--- config.mk ---
export PLATFORM = sky130hd
export DESIGN_NAME = vga_bounce_box_flat
export DESIGN_NICKNAME = d
export VERILOG_FILES = /design/src/rtl/vga_pkg.sv /design/src/rtl/vga_bounce_box_if.sv /design/src/rtl/vga_axis_bounce.sv /design/src/rtl/vga_bounce_box.sv /design/src/flat_wrapper.sv
export SDC_FILE = /design/constraint.sdc
export NUM_CORES = 1
export LEC_CHECK = 0
export CORE_ASPECT_RATIO = 0.6
export CORE_MARGIN = 4
export CORE_UTILIZATION = 45
export CTS_CLUSTER_DIAMETER = 60
export CTS_CLUSTER_SIZE = 24
export DETAILED_ROUTE_END_ITERATION = 16
export PLACE_DENSITY_LB_ADDON = 0.12
export SLEW_MARGIN = 0
export SYNTH_ARGS = -nofsm -noshare
export SYNTH_HDL_FRONTEND = slang
export SYNTH_SLANG_ARGS = --single-unit
--- constraint.sdc ---
create_clock -name clk_i -period 4.7 [get_ports clk_i]
set_input_delay 0.94 -clock clk_i [delete_from_list [all_inputs] [get_ports clk_i]]
set_output_delay 0.94 -clock clk_i [all_outputs]
set_load 0.02 [all_outputs]
--- src/rtl/vga_pkg.sv ---
// Shared VGA definitions: default active area, colour width, sync polarity,
// packed RGB type and the box movement direction type.
package vga_pkg;

    localparam int H_ACTIVE_DEF = 640;
    localparam int V_ACTIVE_DEF = 480;
    localparam int COLOR_W      = 4;
    localparam int RGB_W        = 3 * COLOR_W;
    localparam int CNT_W        = 10;
    localparam int BCNT_W       = 8;

    localparam logic SYNC_ACTIVE = 1'b0;
    localparam logic SYNC_IDLE   = 1'b1;

    typedef logic [RGB_W-1:0] rgb_t;

    typedef enum logic {
        DIR_DEC = 1'b0,
        DIR_INC = 1'b1
    } dir_e;

    function automatic rgb_t rgb_gate(input logic on, input rgb_t colour);
        return on ? colour : '0;
    endfunction

endpackage

--- src/rtl/vga_bounce_box_if.sv ---
// Pixel-side bundle between the VGA timing generator / pins and vga_bounce_box.
// The master drives timing and freeze, the slave returns colour, syncs and count.
interface vga_bounce_box_if;

    logic                         pix_en_i;
    logic [vga_pkg::CNT_W-1:0]    hcount_i;
    logic [vga_pkg::CNT_W-1:0]    vcount_i;
    logic                         blank_i;
    logic                         hs_i;
    logic                         vs_i;
    logic                         freeze_i;
    logic [vga_pkg::COLOR_W-1:0]  red_o;
    logic [vga_pkg::COLOR_W-1:0]  green_o;
    logic [vga_pkg::COLOR_W-1:0]  blue_o;
    logic                         hs_o;
    logic                         vs_o;
    logic [vga_pkg::BCNT_W-1:0]   bounce_cnt_o;

    modport master (
        output pix_en_i, hcount_i, vcount_i, blank_i, hs_i, vs_i, freeze_i,
        input  red_o, green_o, blue_o, hs_o, vs_o, bounce_cnt_o
    );

    modport slave (
        input  pix_en_i, hcount_i, vcount_i, blank_i, hs_i, vs_i, freeze_i,
        output red_o, green_o, blue_o, hs_o, vs_o, bounce_cnt_o
    );

endinterface

--- src/rtl/vga_axis_bounce.sv ---
// One-axis box mover: steps the position once per enabled frame and reverses
// direction at the edges, clamping to [0, EXTENT-SIZE].
module vga_axis_bounce
    import vga_pkg::*;
#(
    parameter int EXTENT = H_ACTIVE_DEF,
    parameter int SIZE   = 20,
    parameter int STEP   = 1
) (
    input  logic             clk_i,
    input  logic             rst_i,
    input  logic             adv,
    output logic [CNT_W-1:0] pos,
    output logic             bounce
);

    localparam int PW = CNT_W + 1;
    localparam logic [PW-1:0]    HI_TURN = PW'(EXTENT - SIZE - STEP);
    localparam logic [PW-1:0]    LO_TURN = PW'(STEP);
    localparam logic [CNT_W-1:0] POS_MAX = CNT_W'(EXTENT - SIZE);
    localparam logic [CNT_W-1:0] STEP_V  = CNT_W'(STEP);

    logic [CNT_W-1:0] pos_q;
    logic [CNT_W-1:0] pos_nxt;
    dir_e             dir_q;
    dir_e             dir_nxt;
    logic             turn;

    always_ff @(posedge clk_i or posedge rst_i) begin
        if (rst_i) begin
            pos_q <= '0;
            dir_q <= DIR_INC;
        end else if (adv) begin
            pos_q <= pos_nxt;
            dir_q <= dir_nxt;
        end
    end

    // Thresholds are compared one bit wider so the turn test never wraps.
    always_comb begin
        pos_nxt = pos_q;
        dir_nxt = dir_q;
        turn    = 1'b0;
        if (dir_q == DIR_INC) begin
            if ({1'b0, pos_q} >= HI_TURN) begin
                pos_nxt = POS_MAX;
                dir_nxt = DIR_DEC;
                turn    = 1'b1;
            end else begin
                pos_nxt = pos_q + STEP_V;
            end
        end else begin
            if ({1'b0, pos_q} <= LO_TURN) begin
                pos_nxt = '0;
                dir_nxt = DIR_INC;
                turn    = 1'b1;
            end else begin
                pos_nxt = pos_q - STEP_V;
            end
        end
    end

    always_comb begin
        pos    = pos_q;
        bounce = adv & turn;
    end

endmodule

--- src/rtl/vga_bounce_box.sv ---
// Draws a solid box that moves one step per frame and bounces off the edges,
// with hs/vs re-timed to the registered RGB. Optional outline: VGA_BOUNCE_BORDER_EN.
module vga_bounce_box
    import vga_pkg::*;
#(
    parameter int   H_ACTIVE = H_ACTIVE_DEF,
    parameter int   V_ACTIVE = V_ACTIVE_DEF,
    parameter int   BOX_W    = 20,
    parameter int   BOX_H    = 20,
    parameter int   STEP     = 1,
    parameter rgb_t BOX_RGB  = 12'hFFF
) (
    input  logic              clk_i,
    input  logic              rst_i,
    vga_bounce_box_if.slave   bus
);

    localparam int PW = CNT_W + 1;
    localparam logic [PW-1:0] BOX_W_V = PW'(BOX_W);
    localparam logic [PW-1:0] BOX_H_V = PW'(BOX_H);

    logic              vs_prev_p0;
    logic              tick;
    logic              adv;
    logic [CNT_W-1:0]  x_pos;
    logic [CNT_W-1:0]  y_pos;
    logic              bounce_x;
    logic              bounce_y;
    logic              in_x;
    logic              in_y;
    logic              pixel_on;
    rgb_t              rgb_p1;
    logic              hs_p1;
    logic              vs_p1;
    logic [BCNT_W-1:0] cnt_p1;

    // Frame tick: sync falling edge seen across two consecutive strobes.
    assign tick = bus.pix_en_i & (vs_prev_p0 == SYNC_IDLE) & (bus.vs_i == SYNC_ACTIVE);
    assign adv  = tick & ~bus.freeze_i;

    vga_axis_bounce #(
        .EXTENT (H_ACTIVE),
        .SIZE   (BOX_W),
        .STEP   (STEP)
    ) u_axis_x (
        .clk_i  (clk_i),
        .rst_i  (rst_i),
        .adv    (adv),
        .pos    (x_pos),
        .bounce (bounce_x)
    );

    vga_axis_bounce #(
        .EXTENT (V_ACTIVE),
        .SIZE   (BOX_H),
        .STEP   (STEP)
    ) u_axis_y (
        .clk_i  (clk_i),
        .rst_i  (rst_i),
        .adv    (adv),
        .pos    (y_pos),
        .bounce (bounce_y)
    );

    always_comb begin
        in_x = ({1'b0, bus.hcount_i} >= {1'b0, x_pos}) &&
               ({1'b0, bus.hcount_i} <  ({1'b0, x_pos} + BOX_W_V));
        in_y = ({1'b0, bus.vcount_i} >= {1'b0, y_pos}) &&
               ({1'b0, bus.vcount_i} <  ({1'b0, y_pos} + BOX_H_V));
    end

`ifdef VGA_BOUNCE_BORDER_EN
    localparam logic [CNT_W-1:0] H_LAST = CNT_W'(H_ACTIVE - 1);
    localparam logic [CNT_W-1:0] V_LAST = CNT_W'(V_ACTIVE - 1);
    logic border;

    always_comb begin
        border = (bus.hcount_i == '0) || (bus.hcount_i == H_LAST) ||
                 (bus.vcount_i == '0) || (bus.vcount_i == V_LAST);
        pixel_on = ~bus.blank_i & ((in_x & in_y) | border);
    end
`else
    always_comb begin
        pixel_on = ~bus.blank_i & in_x & in_y;
    end
`endif

    // Stage p1: output registers, one strobe behind the timing inputs.
    always_ff @(posedge clk_i or posedge rst_i) begin
        if (rst_i) begin
            rgb_p1     <= '0;
            hs_p1      <= SYNC_IDLE;
            vs_p1      <= SYNC_IDLE;
            vs_prev_p0 <= SYNC_IDLE;
            cnt_p1     <= '0;
        end else if (bus.pix_en_i) begin
            rgb_p1     <= rgb_gate(pixel_on, BOX_RGB);
            hs_p1      <= bus.hs_i;
            vs_p1      <= bus.vs_i;
            vs_prev_p0 <= bus.vs_i;
            if (bounce_x | bounce_y)
                cnt_p1 <= cnt_p1 + 1'b1;
        end
    end

    assign bus.red_o        = rgb_p1[3*COLOR_W-1:2*COLOR_W];
    assign bus.green_o      = rgb_p1[2*COLOR_W-1:COLOR_W];
    assign bus.blue_o       = rgb_p1[COLOR_W-1:0];
    assign bus.hs_o         = hs_p1;
    assign bus.vs_o         = vs_p1;
    assign bus.bounce_cnt_o = cnt_p1;

endmodule

--- src/flat_wrapper.sv ---
// flat-port wrapper written by rule: the top's interface ports become plain ports
module vga_bounce_box_flat import vga_pkg::*;
#(
    parameter int   H_ACTIVE = H_ACTIVE_DEF,
    parameter int   V_ACTIVE = V_ACTIVE_DEF,
    parameter int   BOX_W    = 20,
    parameter int   BOX_H    = 20,
    parameter int   STEP     = 1,
    parameter rgb_t BOX_RGB  = 12'hFFF
)
  (clk_i, rst_i, bus_pix_en_i, bus_hcount_i, bus_vcount_i, bus_blank_i, bus_hs_i, bus_vs_i, bus_freeze_i, bus_red_o, bus_green_o, bus_blue_o, bus_hs_o, bus_vs_o, bus_bounce_cnt_o);
  vga_bounce_box_if bus_i ();
  input  logic clk_i;
  input  logic rst_i;
  input wire logic [$bits(bus_i.pix_en_i)-1:0] bus_pix_en_i;
  input wire logic [$bits(bus_i.hcount_i)-1:0] bus_hcount_i;
  input wire logic [$bits(bus_i.vcount_i)-1:0] bus_vcount_i;
  input wire logic [$bits(bus_i.blank_i)-1:0] bus_blank_i;
  input wire logic [$bits(bus_i.hs_i)-1:0] bus_hs_i;
  input wire logic [$bits(bus_i.vs_i)-1:0] bus_vs_i;
  input wire logic [$bits(bus_i.freeze_i)-1:0] bus_freeze_i;
  output wire logic [$bits(bus_i.red_o)-1:0] bus_red_o;
  output wire logic [$bits(bus_i.green_o)-1:0] bus_green_o;
  output wire logic [$bits(bus_i.blue_o)-1:0] bus_blue_o;
  output wire logic [$bits(bus_i.hs_o)-1:0] bus_hs_o;
  output wire logic [$bits(bus_i.vs_o)-1:0] bus_vs_o;
  output wire logic [$bits(bus_i.bounce_cnt_o)-1:0] bus_bounce_cnt_o;
  assign bus_i.pix_en_i = bus_pix_en_i;
  assign bus_i.hcount_i = bus_hcount_i;
  assign bus_i.vcount_i = bus_vcount_i;
  assign bus_i.blank_i = bus_blank_i;
  assign bus_i.hs_i = bus_hs_i;
  assign bus_i.vs_i = bus_vs_i;
  assign bus_i.freeze_i = bus_freeze_i;
  assign bus_red_o = bus_i.red_o;
  assign bus_green_o = bus_i.green_o;
  assign bus_blue_o = bus_i.blue_o;
  assign bus_hs_o = bus_i.hs_o;
  assign bus_vs_o = bus_i.vs_o;
  assign bus_bounce_cnt_o = bus_i.bounce_cnt_o;
  vga_bounce_box #(.H_ACTIVE(H_ACTIVE), .V_ACTIVE(V_ACTIVE), .BOX_W(BOX_W), .BOX_H(BOX_H), .STEP(STEP), .BOX_RGB(BOX_RGB)) u_core (.clk_i(clk_i), .rst_i(rst_i), .bus(bus_i));
endmodule
Word level (Yosys, flattened, before mapping)

Index checks and enable logic that the tools add are counted.

Bits in registers: 44
Input port bits: 27
Output and inout bits: 22
Logic and storage cells: 54

Add/sub/neg operators: 7
$lt $le $gt $ge: 8
Mux-type cells: 17
Bitwise gates (word level): 11
Reductions and logical operators: 3

Operators with widths:

| operator                | count |
|---|---|
| $mux W10                | 6 |
| $add A10 B5 Y11 const B | 2 |
| $lt A10 B11 Y1          | 2 |
| $add A10 B1 Y10 const B | 2 |
| $ge A10 B10 Y1          | 2 |
| $le A10 B1 Y1 const B   | 2 |
| $sub A10 B1 Y10 const B | 2 |
| $mux W12                | 1 |
| $ge A10 B10 Y1 const B  | 1 |
| $ge A10 B9 Y1 const B   | 1 |
| $mux W1                 | 10 |
| $add A8 B1 Y8 const B   | 1 |
| $and A1 B1 Y1           | 7 |
| $not A1 Y1              | 3 |
| $logic_and A1 B1 Y1     | 2 |
| $reduce_and A2 Y1       | 1 |
| $or A1 B1 Y1            | 1 |

Depth between registers and ports, before layout

Gate-level depths: netlist of run 1.

Depth in word-level cells: 6
Gate-level depth with buffers: 11
Mapped depth without buffers: 10

Hierarchy

A second synthesis of run 1 with hierarchy kept.

Cell total of the unflattened synthesis: 429
Area total of the unflattened synthesis: 3,540.9 um^2

By module, submodules not included:

| module                             | instances | cells each | area each (um^2) | sequential area each (um^2) |
|---|---|---|---|---|
| vga_bounce_box                     | 1         | 185        | 1,619.1          | 277.8 |
| vga_axis_bounce at u_core.u_axis_x | 1         | 128        | 994.7            | 276.5 |
| vga_axis_bounce at u_core.u_axis_y | 1         | 116        | 927.1            | 276.5 |

Least setup slack after synthesis of run 1

No wires, ideal clock.

Path type: reg-to-reg
Start: reg u_core.u_axis_x.pos_q[2] (netlist: u_core.u_axis_x.pos[2])
End: reg u_core.rgb_p1[10]
Library setup time: 0.110 ns
Data arrival time: 2.114 ns
Required time: 4.590 ns
Setup slack: 2.476 ns
Cell stages (with the launch flop): 9
Buffers on the path: 0
Period minus slack after synthesis: 2.224 ns
Cell sequence: dfrtp_1 > ha_1 > o21ai_0 > xnor2_1 > ha_1 > and3_1 > a221oi_1 > a21oi_1 > o41ai_1

Longest elaborated chain between the ends: 6
Elaborated cells between the ends (all ways): 7
Classes of those cells: add/sub (1); order compare (2); mux (1); bitwise (2); reduce/logical (1)

Ends and longest elaborated chain:

| element                         | RTL line              | source |
|---|---|---|
| from (decl)                     | vga_axis_bounce.sv:23 | `logic [CNT_W-1:0] pos_q;` |
| from (signal assigned)          | vga_axis_bounce.sv:34 | `pos_q <= pos_nxt;` |
| $add A10 B5 Y11                 | vga_bounce_box.sv:67  | `({1'b0, bus.hcount_i} < ({1'b0, x_pos} + BOX_W_V));` |
| $lt A10 B11 Y1                  | vga_bounce_box.sv:67  |  |
| $logic_and A1 B1 Y1 (*)         | vga_bounce_box.sv:66  | `in_x = ({1'b0, bus.hcount_i} >= {1'b0, x_pos}) &&` |
| $and A1 B1 Y1 (*) (2 in series) | vga_bounce_box.sv:84  | `pixel_on = ~bus.blank_i & in_x & in_y;` |
| $mux W12 (*)                    | vga_pkg.sv:23         | `return on ? colour : '0;` |
| to (signal assigned)            | vga_bounce_box.sv:97  | `rgb_p1 <= rgb_gate(pixel_on, BOX_RGB);` |
| to (decl)                       | vga_bounce_box.sv:32  | `rgb_t rgb_p1;` |

Every way passes the cells marked *; elsewhere a longest branch is shown, timed or not.
A chain may end at the register's enable or synchronous reset.

Final worst setup path of run 1

Ends and elaborated chain as after synthesis.

==> results of run 1 <==
## layout by cell type, fill, tap and decap left out, drive strengths merged, types with 3 or more instances in the layout
| cell type | Yosys | routed |
|---|---|---|
| a211o | 3 | 3 |
| a211oi | 5 | 5 |
| a21o | 3 | 3 |
| a21oi | 35 | 35 |
| a221oi | 5 | 5 |
| a31oi | 3 | 3 |
| and3 | 8 | 8 |
| clkbuf | 10 | 5 |
| clkdlybuf4s50 | 0 | 48 |
| dfrtp | 29 | 29 |
| dfstp | 4 | 4 |
| ha | 49 | 49 |
| inv | 33 | 33 |
| mux2 | 3 | 3 |
| nand2 | 25 | 25 |
| nand3 | 19 | 19 |
| nand4 | 6 | 6 |
| nor2 | 27 | 27 |
| nor3 | 8 | 8 |
| nor4 | 4 | 4 |
| o2111ai | 3 | 3 |
| o211ai | 6 | 6 |
| o21ai | 28 | 28 |
| o221ai | 4 | 4 |
| o22ai | 8 | 8 |
| o31ai | 3 | 3 |
| or3 | 4 | 4 |
| xnor2 | 18 | 18 |
| xor2 | 3 | 3 |
## power breakdown
part	internal, W	switching [W]	leakage [nW]	total (W)
registers	0.000370	0.000199	0.408	0.000569
clock network	0.000303	0.000127	0.0938	0.000430
logic	0.000445	0.000620	1.15	0.00106
## how the worst max path moves through the flow
stage	startpoint	to	slack [ns]	cells past startpoint
final	u_core.u_axis_x.pos[2]$_DFFE_PP0P_	u_core.rgb_p1[10]$_DFFE_PP0P_	2.04	8
after global routing	u_core.u_axis_x.pos[2]$_DFFE_PP0P_	u_core.rgb_p1[10]$_DFFE_PP0P_	1.72	8
after detailed placement	bus_vs_i	u_core.u_axis_y.pos[2]$_DFFE_PP0P_	1.81	5
after global placement	bus_vs_i	u_core.u_axis_y.pos[2]$_DFFE_PP0P_	1.83	5
after CTS	u_core.u_axis_x.pos[2]$_DFFE_PP0P_	u_core.rgb_p1[10]$_DFFE_PP0P_	1.99	8
after floorplan	u_core.u_axis_x.pos[2]$_DFFE_PP0P_	u_core.rgb_p1[10]$_DFFE_PP0P_	2.48	8
## state kept, by name, indices dropped and copies added (netlist names)
register,count
u_core.bus.bounce_cnt_o,8
u_core.bus.hs_o,1
u_core.bus.vs_o,1
u_core.rgb_p1,1
u_core.u_axis_x.dir_q,1
u_core.u_axis_x.pos,10
u_core.u_axis_y.dir_q,1
u_core.u_axis_y.pos,10
## through the flow
stage	cells	hold WS (ns)	utilization (%)	instance area [µm²]	power (W)
final	530	0.4650	57.21	3968	0.002063
after global routing	530	0.5200	57.21	3968	0.002237
after CTS	530	0.4741	57.21	3968	0.002045
after detailed placement	522	0.4626	54.47	3777	0.001602
after global placement	522	0.4651	54.47	3777	0.001586
after floorplan	401	0.5315	-	3328	0.001305
## worst max-delay path: cells and delay by family (launching register included)
| kind | cells | cell delay [ns] |
|---|---|---|
| and+or+nand+nor | 1 | 0.20 |
| xor gates and xnor gates | 1 | 0.23 |
| adders and majority gates | 2 | 0.67 |
| AOI/OAI and AO/OA | 4 | 0.94 |
| DFF | 1 | 0.52 |
## Yosys cell counts (all sizes together) (3+ instances only)
master / n
a221oi: 5
nor4: 4
nor2: 27
dfstp: 4
or3: 4
mux2: 3
clkbuf: 10
xnor2: 18
a31oi: 3
nand4: 6
o211ai: 6
buf: 18
and3: 8
a21o: 3
inv: 33
o221ai: 4
a211oi: 5
nand3: 19
nor3: 8
o21ai: 28
o31ai: 3
o22ai: 8
dfrtp: 29
xor2: 3
ha: 49
nand2: 25
o2111ai: 3
a211o: 3
a21oi: 35
## routing by layer
| metal | GRT usage (%) | up-vias |
|---|---|---|
| met5 | 0 | - |
| met4 | 3.594 | 0 |
| met3 | 4.955 | 15 |
| met2 | 28.27 | 169 |
| met1 | 33.83 | 1484 |
| li1 | - | 1526 |
## cells by family (layout without fill, tap and decap cells)
family / Yosys count / in the layout / share of synthesized area [%]
simple gates: 109 / 109 / 16.73
fa+ha+maj: 49 / 49 / 18.42
compound gates: 125 / 125 / 24.70
xor+xnor: 21 / 21 / 5.526
flops: 33 / 33 / 24.96
buf+inv: 61 / 90 / 8.647
mux: 3 / 3 / 1.015
## area by class of cell
type	instances	area [µm²]
multi-input combinational	307	2210
fill	635	2968
sequential	33	830.8
clock buffer	5	125.1
clock inverter	3	65.06
tap	100	125.1
timing repair buffer	49	488.0
inverter	33	123.9
==> results.json, run 1 <==
{
  "tightest_slew_ns": 0.8118,
  "cts_tree": "yes",
  "route.met2.wl_um": 3376,
  "antenna_found_initial": 0,
  "clkTransAtPathRegs_ns": 0.05,
  "io_pins": 49,
  "crit_arrival_ns": 2.83,
  "ir_worst_vdd_uv": 187.9,
  "hold_path.class": "reg2reg",
  "leakagePower_nw": 1.648,
  "viasPerCell": 6.026,
  "rrSetupSlack_ns": 2.04,
  "min-delay-start": "u_core.bus.bounce_cnt_o[7]$_DFFE_PP0P_",
  "cpMaxStageDelayCell": "dfrtp_1",
  "yosysUniqueCellTypes": 58,
  "clkSinkCount": 33,
  "syn2layout_area_growth_pct": 19.21,
  "die_area_mm2": 0.008881,
  "synthArstFlopShare_pct": 100.0,
  "path_common_cell": "ha_1",
  "route.detailed.drc": 0,
  "cts_inserted_buffers": 5,
  "post_drt_wl_per_cell_um": 17.09,
  "drtAntennaViolNets": 0,
  "initial_core_util_pct": 47.99,
  "slowest_delay_ns": 0.52,
  "hpwl_um": 6904,
  "grt_start_max_net_pins": 34,
  "status": "finished, final reports clean",
  "synth_seq_area_share_pct": 24.96,
  "max_freq_ghz": 0.3755,
  "cp_cell_sequence": "ha_1 -> o21ai_0 -> xnor2_1 -> ha_1 -> and3_1 -> a221oi_1 -> a21oi_1 -> o41ai_1",
  "start_kind": "flip-flop",
  "power_density_mw_per_mm2": 519.9,
  "max-slew-margin-rel_pct": 45.16,
  "synth-seq-cells": 33,
  "r2r_start": "u_core.u_axis_x.pos[2]$_DFFE_PP0P_",
  "firstDrtPassIters": 5,
  "cts_buffer_depth": 2,
  "pre_cts_ws_ns": 1.806,
  "crit_path_end_kind": "flip-flop",
  "cts_resized": 0,
  "fp.dieH_um": 74.62,
  "setup_violations": 0,
  "cap_violations": 0,
  "met1Wirelength_um": 4789,
  "min_period_over_period_pct": 56.66,
  "yosys-top-cells-area": "dfrtp_1 (22%), ha_1 (18%), a21oi_1 (5.3%)",
  "hold_buffers": 0,
  "num_rows": 23,
  "io_buffers": 48,
  "insertion_delay_ns": 0.28,
  "r2r_cells": 8,
  "cts_max_level": 2,
  "coreArea_mm2": 0.006935,
  "dr_wl_met3_um": 825,
  "synth_area_mm2": 0.003328,
  "r2r-end": "u_core.rgb_p1[10]$_DFFE_PP0P_",
  "drive_gt1_share_pct": 5.349,
  "syn_inst": 401,
  "dieWidth_um": 119.0,
  "rsz0062_at_grt": "no",
  "postCtsSetupBuffers": 0,
  "ctsRootBufferMaster": "clkbuf_16",
  "fin_skew_ns": 0.008262,
  "grt_usage_pct": 21.05,
  "gp_congestion": 0.9097,
  "grt_first_pass_wirelength_um": 15080,
  "min_period_ns": 2.663,
  "avgSynthCellArea_um2": 8.300,
  "wl_um": 9060,
  "highest_layer": "met4",
  "ys_warn_count": 0,
  "fin_ws_ns": 2.037,
  "dr.first_iter.drc_count": 516,
  "drv_slew": 0,
  "min_to": "u_core.bus.bounce_cnt_o[7]$_DFFE_PP0P_",
  "synth_top_area_share_pct": 21.80,
  "grt_pass1_vias": 2992,
  "hold_violations": 0,
  "final_net_count": 505,
  "whs_path_depth": 1,
  "yosysTopAreaCell": "dfrtp_1",
  "criticalPathCategory": "reg2reg",
  "critPathMaxFanout": 9,
  "num_antenna_cells": 0,
  "vias": 3194,
  "finalSetupTns_ns": 0,
  "grt_remaining_overflow": 0,
  "synth-main-ff-cell": "dfrtp_1",
  "synth-edff-count": 0,
  "critPathRequiredTime_ns": 4.87,
  "syn_nets": 477
}
No activity file was read; power rests on OpenSTA's default activity.
==> inputs of run 2 (changes only) <==
==> constraint.sdc (replaced) <==
create_clock -name clk_i -period 2.56 [get_ports clk_i]
set_input_delay 0.512 -clock clk_i [delete_from_list [all_inputs] [get_ports clk_i]]
set_output_delay 0.512 -clock clk_i [all_outputs]
set_load 0.02 [all_outputs]
==> run 2 against run 1 <==
  * Global-route usage down 0.079 points
  * Sequential power increased by 79%
  * Combinational power up 93%
  * Largest cell class unchanged
  * Final cell count rose by 3.0%
  * Critical path type unchanged
  * Worst setup slack worse by 1.9 ns
==> results.json, run 2 (same netlist as run 1, synthesis figures left out) <==
{
  "crit_arrival_ns": 2.59,
  "grt_remaining_overflow": 0,
  "viasPerCell": 5.885,
  "min_period_ns": 2.422,
  "p_int_w": 0.001924,
  "power_w": 0.003665,
  "pre_cts_ws_ns": -0.001960,
  "critPathRequiredTime_ns": 2.73,
  "r2r_cells": 9,
  "max_freq_ghz": 0.4129,
  "seqPwrFrac_pct": 27.9,
  "die_area_mm2": 0.008881,
  "cts_inserted_buffers": 5,
  "cap_violations": 0,
  "leakagePower_nw": 1.698,
  "firstDrtPassIters": 5,
  "io_buffers": 48,
  "dr.first_iter.drc_count": 434,
  "route.detailed.drc": 0,
  "hpwl_um": 7011,
  "r2r-end": "u_core.rgb_p1[10]$_DFFE_PP0P_",
  "drv_slew": 0,
  "dieWidth_um": 119.0,
  "final_cell_mix": "ha_1 (48), clkdlybuf4s50_1 (48), a21oi_1 (35), inv_1 (31)",
  "ir_worst_vdd_uv": 308.1,
  "fin_skew_ns": 0.003263,
  "cpMaxStageDelayCell": "dfrtp_1",
  "hold_violations": 0,
  "crit_path_end_kind": "flip-flop",
  "start_kind": "flip-flop",
  "cp_cell_sequence": "ha_1 -> o21ai_0 -> xnor2_1 -> ha_1 -> a21oi_1 -> o21ai_0 -> a21oi_1 -> a211oi_1 -> o41ai_1",
  "ctsRootBufferMaster": "clkbuf_16",
  "min_period_over_period_pct": 94.61,
  "hold_buffers": 0,
  "final_net_count": 521,
  "tightest_slew_ns": 0.6796,
  "drtAntennaViolNets": 0,
  "antenna_found_initial": 0,
  "grt_usage_pct": 20.97,
  "power_density_mw_per_mm2": 906.1,
  "setup_violations": 0,
  "grt_first_pass_wirelength_um": 14980,
  "status": "finished, final reports clean",
  "clkSinkCount": 33,
  "critPathMaxFanout": 8,
  "coreArea_mm2": 0.006935,
  "post_drt_wl_per_cell_um": 16.52,
  "insertion_delay_ns": 0.28,
  "switching_share_pct": 47.52,
  "num_antenna_cells": 0,
  "power_switching_w": 0.001742,
  "grt_pass1_vias": 2951,
  "power_frac_clock_pct": 16.1,
  "stdcell_area_mm2": 0.004045,
  "combPwrFrac_pct": 56.0,
  "critPathLaunch": "u_core.u_axis_y.pos[2]$_DFFE_PP0P_",
  "hold_path.class": "reg2reg",
  "wl_um": 9019,
  "vias": 3213,
  "gp_congestion": 1.007,
  "num_rows": 23,
  "initial_core_util_pct": 47.99,
  "cts_buffer_depth": 2,
  "fin_ws_ns": 0.1380,
  "drive_gt1_share_pct": 9.865,
  "grt_start_max_net_pins": 34,
  "syn2layout_area_growth_pct": 21.54,
  "r2r_start": "u_core.u_axis_y.pos[2]$_DFFE_PP0P_",
  "criticalPathCategory": "reg2reg",
  "max-slew-margin-rel_pct": 54.21,
  "cts_tree": "yes",
  "rrSetupSlack_ns": 0.14,
  "cts_max_level": 2,
  "clkTransAtPathRegs_ns": 0.06,
  "cp-endpoint": "u_core.rgb_p1[10]$_DFFE_PP0P_",
  "post_dp_cell_area_mm2": 0.003882,
  "finish.utilization_pct": 58.33,
  "io_pins": 49,
  "fp.dieH_um": 74.62,
  "rsz0062_at_grt": "no",
  "slowest_delay_ns": 0.46
}
[run 2: cell types whose count changed in the layout (fill, tap and decap cells not counted), moves of 2 or more]
cell and change:
buf_4 +16, bufinv_16 -2, dfrtp_1 -2, dfrtp_2 +2
inv_1 -2, inv_2 +2
[run 2: power by group through the flow]
stage	registers (W)	logic (W)	clock network (W)
final	0.00102	0.00205	0.000588
after detailed placement	0.00100	0.00198	0
after CTS	0.00100	0.00200	0.000599
after global placement	0.00100	0.00197	0
after floorplan	0.000855	0.00154	0
after global routing	0.00105	0.00230	0.000622
[run 2: timing repair]
action | in CTS | in global routing
resized for setup | 0 | 5
setup endpoints to repair | 0 | 9
buffers inserted | 0 | 2
[run 2: worst min path at each step]
stage	startpoint	end	slack, ns	cells after the start
2_1_floorplan	u_core.u_axis_y.pos[8]$_DFFE_PP0P_	u_core.u_axis_y.pos[8]$_DFFE_PP0P_	0.53	2
6_report	u_core.bus.bounce_cnt_o[7]$_DFFE_PP0P_	u_core.bus.bounce_cnt_o[7]$_DFFE_PP0P_	0.47	1
4_1_cts	u_core.bus.bounce_cnt_o[7]$_DFFE_PP0P_	u_core.bus.bounce_cnt_o[7]$_DFFE_PP0P_	0.48	1
3_3_place_gp	u_core.bus.bounce_cnt_o[7]$_DFFE_PP0P_	u_core.bus.bounce_cnt_o[7]$_DFFE_PP0P_	0.47	1
5_1_grt	u_core.bus.bounce_cnt_o[7]$_DFFE_PP0P_	u_core.bus.bounce_cnt_o[7]$_DFFE_PP0P_	0.51	1
3_5_place_dp	u_core.bus.bounce_cnt_o[7]$_DFFE_PP0P_	u_core.bus.bounce_cnt_o[7]$_DFFE_PP0P_	0.47	1
[run 2: cell type report]
type	instances	area, µm²
Tap cell	100	125.1
Fill cell	613	2890
Timing Repair Buffer	65	608.1
Clock buffer	5	125.1
Multi-Input combinational cell	307	2212
Inverter	33	123.9
Clock inverter	3	17.52
Sequential cell	33	833.3
[run 2: routing by layer]
layer | track usage [%] | part of all wire (%)
met2 | 27.27 | 36
met3 | 6.306 | 10
met1 | 33.24 | 53
met5 | 0 | 0
met4 | 4.365 | 0.79
[run 2: metrics by stage]
step	hold slack [ns]	cells	setup TNS (ns)
2_1_floorplan	0.5315	401	0
3_3_place_gp	0.4656	536	0
3_5_place_dp	0.4740	536	-0.001960
4_1_cts	0.4811	544	0
5_1_grt	0.5123	546	0
6_report	0.4696	546	0
[run 2: worst max-delay path: cells and delay by family (launching register included)]
family                     cells  cell delay, ns
AOI/OAI and AO/OA              6            1.07
xor gates and xnor gates       1            0.16
adders and majority gates      2            0.61
DFF                            1            0.46
